**config.mk**
```make
export PLATFORM = sky130hd
export DESIGN_NAME = hazard_ctrl
export DESIGN_NICKNAME = d
export VERILOG_FILES = /design/src/rtl/hazard_ctrl.sv
export SDC_FILE = /design/constraint.sdc
export NUM_CORES = 1
export LEC_CHECK = 0
export CORE_ASPECT_RATIO = 2
export CORE_MARGIN = 5
export CORE_UTILIZATION = 42
export CTS_BUF_LIST = sky130_fd_sc_hd__clkbuf_4
export DETAILED_ROUTE_END_ITERATION = 8
export PLACE_DENSITY = 0.79
export SLEW_MARGIN = 5
export SYNTH_ARGS = -nofsm -noshare
export SYNTH_HDL_FRONTEND = slang
export SYNTH_SLANG_ARGS = --single-unit
```
**constraint.sdc**
```tcl
create_clock -name clk -period 2.3 [get_ports clk]
set_input_delay 0.46 -clock clk [delete_from_list [all_inputs] [get_ports clk]]
set_output_delay 0.46 -clock clk [all_outputs]
set_load 0.05 [all_outputs]
```
**src/rtl/hazard_ctrl.sv**
```systemverilog
// Pipeline hazard controller: combinational operand forwarding, a one-cycle
// load-use stall, and a small FSM that stalls the front end for a multi-cycle multiply.
module hazard_ctrl #(
  parameter int REG_ADDR_W = 5,
  parameter int MUL_LAT    = 4
) (
  input  logic                  clk,
  input  logic                  rst,
  input  logic                  id_valid,
  input  logic [REG_ADDR_W-1:0] id_rs1,
  input  logic [REG_ADDR_W-1:0] id_rs2,
  input  logic                  ex_valid,
  input  logic [REG_ADDR_W-1:0] ex_rs1,
  input  logic [REG_ADDR_W-1:0] ex_rs2,
  input  logic [REG_ADDR_W-1:0] ex_rd,
  input  logic                  ex_memread,
  input  logic                  ex_is_mul,
  input  logic                  mem_regwrite,
  input  logic [REG_ADDR_W-1:0] mem_rd,
  input  logic                  wb_regwrite,
  input  logic [REG_ADDR_W-1:0] wb_rd,
  output logic [1:0]            fw_a,
  output logic [1:0]            fw_b,
  output logic                  pc_write,
  output logic                  ifid_write,
  output logic                  idex_write,
  output logic                  idex_flush,
  output logic                  exmem_flush,
  output logic                  mul_busy,
  output logic [31:0]           stall_cycles
);

  typedef enum logic {IDLE, MUL_BUSY} state_t;

  localparam logic [3:0] MUL_CNT_INIT = 4'(MUL_LAT - 2);

  state_t     state;
  logic [3:0] mul_cnt;
  logic       mul_start;
  logic       mul_stall;
  logic       load_use;

  // EX/MEM result is newer than the writeback value, so it is checked first.
  always_comb begin
    fw_a = 2'b00;
    if (mem_regwrite && mem_rd != '0 && mem_rd == ex_rs1)
      fw_a = 2'b10;
    else if (wb_regwrite && wb_rd != '0 && wb_rd == ex_rs1)
      fw_a = 2'b01;

    fw_b = 2'b00;
    if (mem_regwrite && mem_rd != '0 && mem_rd == ex_rs2)
      fw_b = 2'b10;
    else if (wb_regwrite && wb_rd != '0 && wb_rd == ex_rs2)
      fw_b = 2'b01;
  end

  always_comb begin
    mul_start = ex_valid && ex_is_mul && (state == IDLE);
    mul_stall = mul_start || (state == MUL_BUSY && mul_cnt != 4'd0);
    load_use  = (state == IDLE) && !mul_start && id_valid && ex_valid &&
                ex_memread && ex_rd != '0 && (ex_rd == id_rs1 || ex_rd == id_rs2);

    pc_write    = 1'b1;
    ifid_write  = 1'b1;
    idex_write  = 1'b1;
    idex_flush  = 1'b0;
    exmem_flush = 1'b0;
    if (mul_stall) begin
      pc_write    = 1'b0;
      ifid_write  = 1'b0;
      idex_write  = 1'b0;
      exmem_flush = 1'b1;
    end else if (load_use) begin
      pc_write   = 1'b0;
      ifid_write = 1'b0;
      idex_flush = 1'b1;
    end
  end

  // The release cycle (count at zero) returns to IDLE while the multiply
  // leaves EX, so it cannot immediately retrigger itself.
  always_ff @(posedge clk) begin
    if (rst) begin
      state        <= IDLE;
      mul_cnt      <= 4'd0;
      mul_busy     <= 1'b0;
      stall_cycles <= 32'd0;
    end else begin
      case (state)
        IDLE: begin
          if (mul_start) begin
            state    <= MUL_BUSY;
            mul_cnt  <= MUL_CNT_INIT;
            mul_busy <= 1'b1;
          end
        end
        MUL_BUSY: begin
          if (mul_cnt != 4'd0) begin
            mul_cnt <= mul_cnt - 4'd1;
          end else begin
            state    <= IDLE;
            mul_busy <= 1'b0;
          end
        end
        default: begin
          state    <= IDLE;
          mul_busy <= 1'b0;
        end
      endcase
      if (!pc_write && stall_cycles != 32'hFFFF_FFFF)
        stall_cycles <= stall_cycles + 32'd1;
    end
  end

endmodule

```
Yosys cells after proc, flatten, opt, wreduce, memory -nomap -nowiden
Index checks and enable logic that the tools add are counted.

cells by class
  $add $sub $neg = 2
  eq/ne operators = 10
  multiplexer cells = 19
  bitwise operators = 1
  reduce and logical (&&, ||, !) cells = 26

operators by type and width
  kind                                              count
  adder 32 x 1 -> 32 bit, second input constant     1
  != test 32 bit, second input constant             1
  equality test 5 bit                               6
  logical AND 1 bit                                 16
  nonzero test 5 bit                                3
  two-way mux 1 bit                                 12
  two-way mux 4 bit                                 2
  one-hot mux 4 bit (2 select lines)                1
  two-way mux 2 bit                                 2
  != test 2 bit, second input constant              2
  one-hot mux 1 bit (2 select lines)                2
  AND reduction 2 bit                               2
  nonzero test 4 bit                                1
  subtractor 4 x 1 -> 4 bit, second input constant  1
  logical NOT 1 bit                                 2
  logical OR 1 bit                                  2
  != test 2 x 1 -> 1 bit, second input constant     1
  inverter 1 bit                                    1

storage, ports and cells
  bits in registers = 38
  input bits = 43
  output and inout bits = 42
  logic and storage cells = 62

Logic depth before layout (Yosys ltp)
Gate-level depths: netlist (run 1).

  word-level depth = 13
  depth in mapped cells = 11
  gate-level depth less buffers = 9

Worst setup path after synthesis (run 1)
OpenSTA, ideal clock, no wires.

  path type = in2out
  from = input mem_rd[1]
  to = output fw_a[0]
  arrival time = 3.037 ns
  required time = 1.840 ns
  path slack = -1.197 ns
  cell stages on the path = 4
  buffers on the path = 0
  cell sequence = or4_1 -> o21ai_0 -> nor4_1 -> nor4_1

between the ends
  word-level cells in the longest chain between the ends = 4
  elaborated cells on any way between the ends = 5
  classes of those cells = 1 x eq/ne; 1 x mux; 3 x reduce/logical

RTL lines
  what                 line  RTL
  start, declared      19    input logic [REG_ADDR_W-1:0] mem_rd,
  nonzero test 5 bit   46    if (mem_regwrite && mem_rd != '0 && mem_rd == ex_rs1)
  logical AND 1 bit    46
  logical AND 1 bit *  46
  two-way mux 2 bit *  46
  end, declared        22    output logic [1:0] fw_a,

Every way passes the cells marked *; elsewhere a longest branch is shown, timed or not.

Final worst setup path (run 1)
  from = register mul_cnt[0]
  to = output pc_write

between the ends
  word-level cells in the longest chain between the ends = 4

RTL lines
  what                    line  RTL
  start, declared         38    logic [3:0] mul_cnt;
  start signal, assigned  100   mul_cnt <= mul_cnt - 4'd1;
  nonzero test 4 bit      60    mul_stall = mul_start || (state == MUL_BUSY && mul_cnt != 4'd0);
  logical AND 1 bit       60
  logical OR 1 bit        60
  two-way mux 1 bit       69    if (mul_stall) begin
  end, declared           24    output logic pc_write,

No other way between the ends.

==> results of run 1 <==
==> cell type report <==
type / instances / area share (%)
Tap cell: 60 / 1.738
Clock buffer: 5 / 0.8688
Sequential cell: 38 / 18.53
Clock inverter: 3 / 1.477
Multi-Input combinational cell: 221 / 40.69
Timing Repair Buffer: 154 / 35.82
Inverter: 9 / 0.8688
==> through the flow <==
stage	hold slack (ns)	TNS, ns
4_1_cts	0.5123	-0.5886
5_1_grt	0.5342	-2.815
3_3_place_gp	0.4762	-8.542
6_report	0.5131	-0.7522
2_1_floorplan	0.4652	-0.8426
3_5_place_dp	0.4849	-11.92
==> power by group <==
group	switching [W]	total (W)	internal, W
clock	0.000246	0.000581	0.000335
sequential	0.00000720	0.000666	0.000659
combinational	0.000213	0.000458	0.000245
total	0.000466	0.00171	0.00124
==> kinds of logic after synthesis <==
group                      after synthesis  share of synthesized area (%)
and+or+nand+nor                        114                          29.54
AOI/OAI and AO/OA                       72                          18.98
DFF                                     38                          32.60
xor gates and xnor gates                32                          12.01
buffers and inverters                   21                          5.361
adders and majority gates                2                          1.072
muxes                                    1                         0.4290
==> cells in the mapped netlist (all sizes together), types with 2 or more instances <==
cell type	number	share of area, %
and2	2	0.54
buf	7	3.1
or4	23	7.4
xor2	16	6.0
o21ai	14	3.0
nand3	15	3.4
a21oi	33	7.1
nor2	9	1.4
nand4	7	1.9
or3	16	4.5
inv	9	1.4
ha	2	1.1
nand4b	2	0.75
o31ai	19	6.1
clkbuf	5	0.86
nor3	4	1.1
and3	5	1.3
dfxtp	38	33
nor4	5	1.6
xnor2	16	6.0
nand2	19	3.1
==> state kept, by name, indices dropped and copies added, names as in the netlist <==
| name | cells |
|---|---|
| mul_busy | 1 |
| mul_cnt | 4 |
| stall_cycles | 32 |
| state | 1 |
==> per-layer routing <==
| metal | up-vias | GRT usage [%] | share of wire (%) |
|---|---|---|---|
| met4 | 0 | 11.47 | 4.0 |
| met3 | 28 | 4.656 | 5.1 |
| met1 | 1381 | 21.73 | 32 |
| li1 | 1362 | - | - |
| met5 | - | 0 | 0 |
| met2 | 132 | 46.75 | 59 |
==> worst paths after layout <==
check / startpoint / to / slack [ns] / cells past startpoint
worst max-delay path: mul_cnt[0] / pc_write / -0.11 / 7
worst min-delay path: stall_cycles[12] / stall_cycles[12] / 0.51 / 2
worst max register to register: stall_cycles[0] / stall_cycles[1] / -0.09 / 9
worst min register to register: stall_cycles[12] / stall_cycles[12] / 0.51 / 2
==> repair_timing <==
action | in CTS | in global routing
buffers inserted | 12 | 10
gates cloned | 0 | 3
setup endpoints to repair | 14 | 34
resized for setup | 60 | 76
pin swaps | 28 | 47
==> worst register-to-register path, cell delays in order (launching register included) <==
cell       delay (ns)
dfxtp_4          0.40
ha_4             0.15
nand2_2          0.05
or3_4            0.39
or3_4            0.40
o221ai_4         0.30
buf_12           0.19
clkbuf_16        0.14
mux2i_1          0.19
nor2_1           0.06
==> placed cells by master, fill, tap and decap left out, types with 6 or more instances in the layout <==
cell             netlist  routed
buf_4                  1      49
clkdlybuf4s50_1        0      39
a21oi_1               33      23
o31ai_1               19      18
dfxtp_1               38      18
buf_6                  4      17
xor2_1                16      16
nand2_1               19      16
dfxtp_2                0      14
nand3_1               14      13
or4_1                 23      13
xnor2_1               16      12
or3_1                 15      11
buf_12                 0      11
or4_4                  0      10
clkbuf_2               1      10
a21oi_2                0       9
nor2_1                 9       9
dlymetal6s2s_1         0       9
dlygate4sd2_1          0       8
nand4_1                7       7
inv_1                  9       6
o21ai_0                8       6
dfxtp_4                0       6
==> run metrics, run 1 <==
DIE WIDTH 62.71 um; Register Area 800.8 sq um; layout cells sized above 1 41.40%; post-route ant nets 0; nets 474; placed instance area 3800 sq um; Worst path slowest cell or3b_4; Tot GR Track Use 23.37%; core outline area 5420 sq um; unrepaired setup endpoints after global routing yes; # hold bufs at CTS 0; first-pass iteration count of the detailed router 6; Synth async-reset ratio 0%; Area Growth Syn to Fin 85.15%; Tmin final 2.414 ns; Fillers 331; Multi-input gate area 1758 sq um; CP Max Fanout 4; pin count of the biggest net entering global routing 26; Clock Skews 0.01699 ns; final setup fails 15; initial antenna violation count 0; most frequent CP cell buf_12; Vias/cell 5.924; Cell Area, Synth 2333 sq um; Clock Latency Late Sink 0.37 ns; CTS buffer count 5; Total Power Consumption 0.001706 W; Place WS -0.5396 ns; fin area 4320 sq um; Fmax 414.3 MHz; HP Class flip-flop to flip-flop; wire per inst 19.26 um; Seq/Total Area, Yosys 32.60%; maximum vdd drop 0.0004829 V; die area 7237 sq um; vias in the first global route 2911; P per Cell Area 394.8 nW/um^2; Startpoint Class flip-flop; total global routing overflow 0; Final Hold Viols 0; Clock Tree Buf Depth 2; io pins 85; CP Class flip-flop to output port; Antenna Cells 0; arrival time worst endpoint 1.95 ns; YS warnings 0; Rows 38; FF+latch count, synth 38; total wire length 9439 um; DRC errors left 0; first-pass GRT wire length 13730 um; syn nets 325; DP HPWL 6055 um; post-synthesis cell count 280; max_cap viols 0; Slew @ Worst Pin 0.5388 ns; outcome complete, but fails checks; detailed-route via count 2903; worst-path cell chain inv_2, ha_4, or3b_4, a21o_4, a21oi_4, buf_12, buf_12; final cell count without fillers 490; RePlAce Congestion 0.8448; initial cell density of the core 43.05%; crit end category output port; final core utilization 79.71%; fin. max-slew vios 0; Required @ worst endpoint 1.84 ns; failing checks setup timing; CP Buf/Inv Count 3; ys flop type dfxtp_1; post-synth cell types 44; initial drt markers 104; CTS clk-pin slew, worst paths 0.13 ns; placed insts 461; clock sinks 38; PortBufs 84; slew margin rel. 63.97%; TritonCTS clock tree yes; mean post-synth cell area 8.334 sq um; CP delay by family, top compound AO/OA/AOI/OAI gates; H-Tree Depth 2; chip height 115.4 um; period utilization 104.9%; LEAKAGE 1.645 nW; Root Buffer clkbuf_4; number of synthesized flops with an enable pin 0; worst setup margin -0.1138 ns; CP max stage delay 0.38 ns
Power figures use the tool's default switching activity.
==> inputs of run 2 (changes only) <==
--- a/config.mk
+++ b/config.mk
@@ -7,5 +7,6 @@
 export LEC_CHECK = 0
+export ABC_AREA = 1
 export CORE_ASPECT_RATIO = 2
 export CORE_MARGIN = 5
-export CORE_UTILIZATION = 42
+export CORE_UTILIZATION = 45
 export CTS_BUF_LIST = sky130_fd_sc_hd__clkbuf_4
==> constraint.sdc (replaced) <==
create_clock -name clk -period 2.3 [get_ports clk]
set_input_delay 0.23 -clock clk [delete_from_list [all_inputs] [get_ports clk]]
set_output_delay 0.23 -clock clk [all_outputs]
set_load 0.05 [all_outputs]
==> run 2 against run 1 <==
  * Fmax increased by 9.9%
  * Synthesized cell count increased by 80%
  * Critical path type is now primary input to output port
  * Via count grew 16%
  * Highest routed layer unchanged
  * Clock-buffer cell count is the same
  * Clock power shrank 1%
  * Wire length decreased by 2.5%
  * Combinational power up 110%
  * The flow now finishes without violations
  * Cell area shrank 5.4%
  * Clock skew is 0.0030 ns lower
==> run metrics, run 2 <==
Top reg by flops stall_cycles; Total Power Consumption 0.002362 W (+38%); LEAKAGE 1.785 nW (+8.5%); crit end category output port; buffer count from post-CTS setup fixing 0 (-12); DRC errors left 0 (unchanged); TritonCTS clock tree yes; mean post-synth cell area 5.938 sq um (-29%); Clock Tree Buf Depth 2 (unchanged); unrepaired setup endpoints after global routing no; vias in the first global route 3148 (+8.1%); placed instance area 3983 sq um (+4.8%); Rows 42 (+11%); period utilization 95.46% (-9.5 points); Slew @ Worst Pin 0.7585 ns (+0.2197 ns); Cell Area, Synth 2987 sq um (+28%); nets 633 (+34%); initial antenna violation count 1 (+1); most common library cells after synthesis 151 x nand2_1, 101 x nor2_1, 60 x inv_1; Synth async-reset ratio 0% (unchanged); clock sinks 38 (unchanged); most frequent cell after synthesis nand2_1; Area Growth Syn to Fin 36.82%; PortBufs 84 (unchanged); most frequent cells in the layout 151 x nand2_1, 101 x nor2_1, 75 x clkdlybuf4s50_1, 60 x inv_1, 38 x dfxtp_1; first-pass iteration count of the detailed router 4 (-2); chip height 125.2 um (+8.5%); Clock Latency Late Sink 0.36 ns (about the same); Comb power frac 40.4% (+14 points); fin. max-slew vios 0 (unchanged); initial drt markers 91 (-13%); Clock power frac 24.2% (-9.9 points); DP HPWL 7391 um (+22%); Largest regs stall_cycles: 32 flops, mul_cnt: 4 flops; CTS clk-pin slew, worst paths 0.12 ns (about the same); Largest register FFs 32 (unchanged); Clock Skews 0.01399 ns (-0.002999 ns); sequential share of power 35.4% (-3.7 points); Root Buffer clkbuf_4; CP Class primary input to output port; detailed-route via count 3376 (+16%); Required @ worst endpoint 2.07 ns (+0.23 ns); total global routing overflow 0 (unchanged); CP Max Fanout 3 (-1); Tot GR Track Use 21.66% (-1.7 points); FF+latch count, synth 38 (unchanged); Worst path slowest cell clkdlybuf4s50_1; io pins 85 (unchanged); max_cap viols 0 (unchanged); slew margin rel. 49.38% (-15 points); DIE WIDTH 67.61 um (+7.8%); most common cell after layout, fill and taps aside nand2_1; initial cell density of the core 45.47% (+2.4 points); Vias/cell 4.979 (-16%); pin count of the biggest net entering global routing 35 (+35%); wire per inst 13.57 um (-30%); Tmin final 2.195 ns (-0.2183 ns); Fmax 455.5 MHz (+9.9%); core outline area 6569 sq um (+21%); total wire length 9202 um (-2.5%); maximum vdd drop 0.0004310 V (-11%); internal power 0.001443 W (+16%); CTS-repair resized insts 0 (-100%); die area 8465 sq um (+17%); Startpoint Class primary input; top post-synthesis cells by area dfxtp_1 25%, nand2_1 19%, nor2_1 13%; outcome complete, no violations; CTS buffer count 5 (unchanged); post-route ant nets 0 (unchanged); H-Tree Depth 2 (unchanged); switching pwr 0.0009184 W (+97%); final setup fails 0 (-15); final setup TNS 0 ns (+0.7522 ns); arrival time worst endpoint 1.97 ns (+0.02 ns); ys flop type dfxtp_1; YS warnings 0 (unchanged); leading area contributor after synthesis dfxtp_1; CP max stage delay 0.47 ns (+0.09 ns); fin area 4086 sq um (-5.4%); CP Buf/Inv Count 3 (unchanged); Final Hold Viols 0 (unchanged); Sw Ratio 38.89% (+12 points); post-synthesis cell count 503 (+80%); RePlAce Congestion 0.9092 (+7.6%); CP delay by family, top buffers and inverters; Seq/Total Area, Yosys 25.47% (-7.1 points); first-pass GRT wire length 14110 um (+2.8%); worst-path cell chain clkdlybuf4s50_1, or2_2, o41ai_1, buf_4, nor3_2, nor2_1, buf_12; layout cells sized above 1 6.961% (-34 points); P per Cell Area 577.9 nW/um^2 (+46%); syn nets 548 (+69%); number of synthesized flops with an enable pin 0 (unchanged); share of the synthesized area in the top cell type 25.47% (-7.1 points); HP Class flip-flop to flip-flop; # hold bufs at CTS 0 (unchanged); post-synth cell types 29 (-34%)
## run 2: cell types whose count changed after synthesis, moves of 6 or more
cell      before  now
nor2_1         9  101
nand3_1       14   25
nand2_1       19  151
inv_1          9   60
o31ai_1       19    0
o21ai_1        6    0
or3_1         15    0
nand3b_1       0   11
buf_2          0    6
a21oi_1       33   14
xor2_1        16   28
or4_1         23    0
## run 2: cell type report
type                            instances  area (sq um)
Inverter                               61         229.0
Clock inverter                          3         63.81
Fill cell                             608          2482
Timing Repair Buffer                   92         965.9
Tap cell                               88         110.1
Antenna cell                            1         2.502
Multi-Input combinational cell        390          1917
Clock buffer                            5         37.54
Sequential cell                        38         760.7
## run 2: worst reg2reg max path, stage by stage, from the launching register on
cell and delay, ns:
dfxtp_1 0.44, ha_1 0.24, nand3_2 0.19, nor2_4 0.25, nand2_2 0.16, nor2_4 0.13
nand2_2 0.09, nand2_2 0.10, buf_12 0.18, nand2_1 0.09, nand2_1 0.07, nor2_1 0.04
## run 2: through the flow
stage	cells	util [%]	setup slack, ns	hold WS (ns)
after detailed placement	669	60.63	0.1211	0.4552
after CTS	677	62.17	0.08183	0.4750
after floorplan	503	-	0.03503	0.2991
after global placement	669	60.63	0.2508	0.4468
final	678	62.21	0.1045	0.4750
after global routing	678	62.21	0.05779	0.4891
## run 2: power groups by stage
stage / sequential [W] / clock, W / combinational [W]
floorplan: 0.00106 / 0 / 0.000393
detailed placement: 0.000848 / 0 / 0.000955
CTS: 0.000834 / 0.000582 / 0.000959
finish: 0.000835 / 0.000573 / 0.000954
global placement: 0.000846 / 0 / 0.000936
global route: 0.000848 / 0.000607 / 0.00103
## run 2: routing by layer
layer | share of wire, % | track usage (%)
met4 | 4.7 | 12.32
met3 | 7.4 | 4.129
met1 | 34 | 19.12
met5 | 0 | 0
met2 | 54 | 41.87
## run 2: logic make-up after synthesis
logic type               Yosys count  share of synthesized area (%)
AND/OR/NAND/NOR                  324                          46.63
AO/OA/AOI/OAI                     21                          3.770
XOR/XNOR                          43                          12.61
adder cells (fa/ha/maj)            2                         0.8377
buffers and inverters             75                          10.68
flip-flops                        38                          25.47
## run 2: final timing paths
path / start / endpoint / slack, ns / cells past startpoint
worst max-delay path: mem_rd[0] / fw_a[0] / 0.10 / 7
worst min-delay path: mul_cnt[0] / mul_cnt[0] / 0.47 / 1
worst max register to register: stall_cycles[0] / stall_cycles[15] / 0.24 / 11
worst min register to register: mul_cnt[0] / mul_cnt[0] / 0.47 / 1
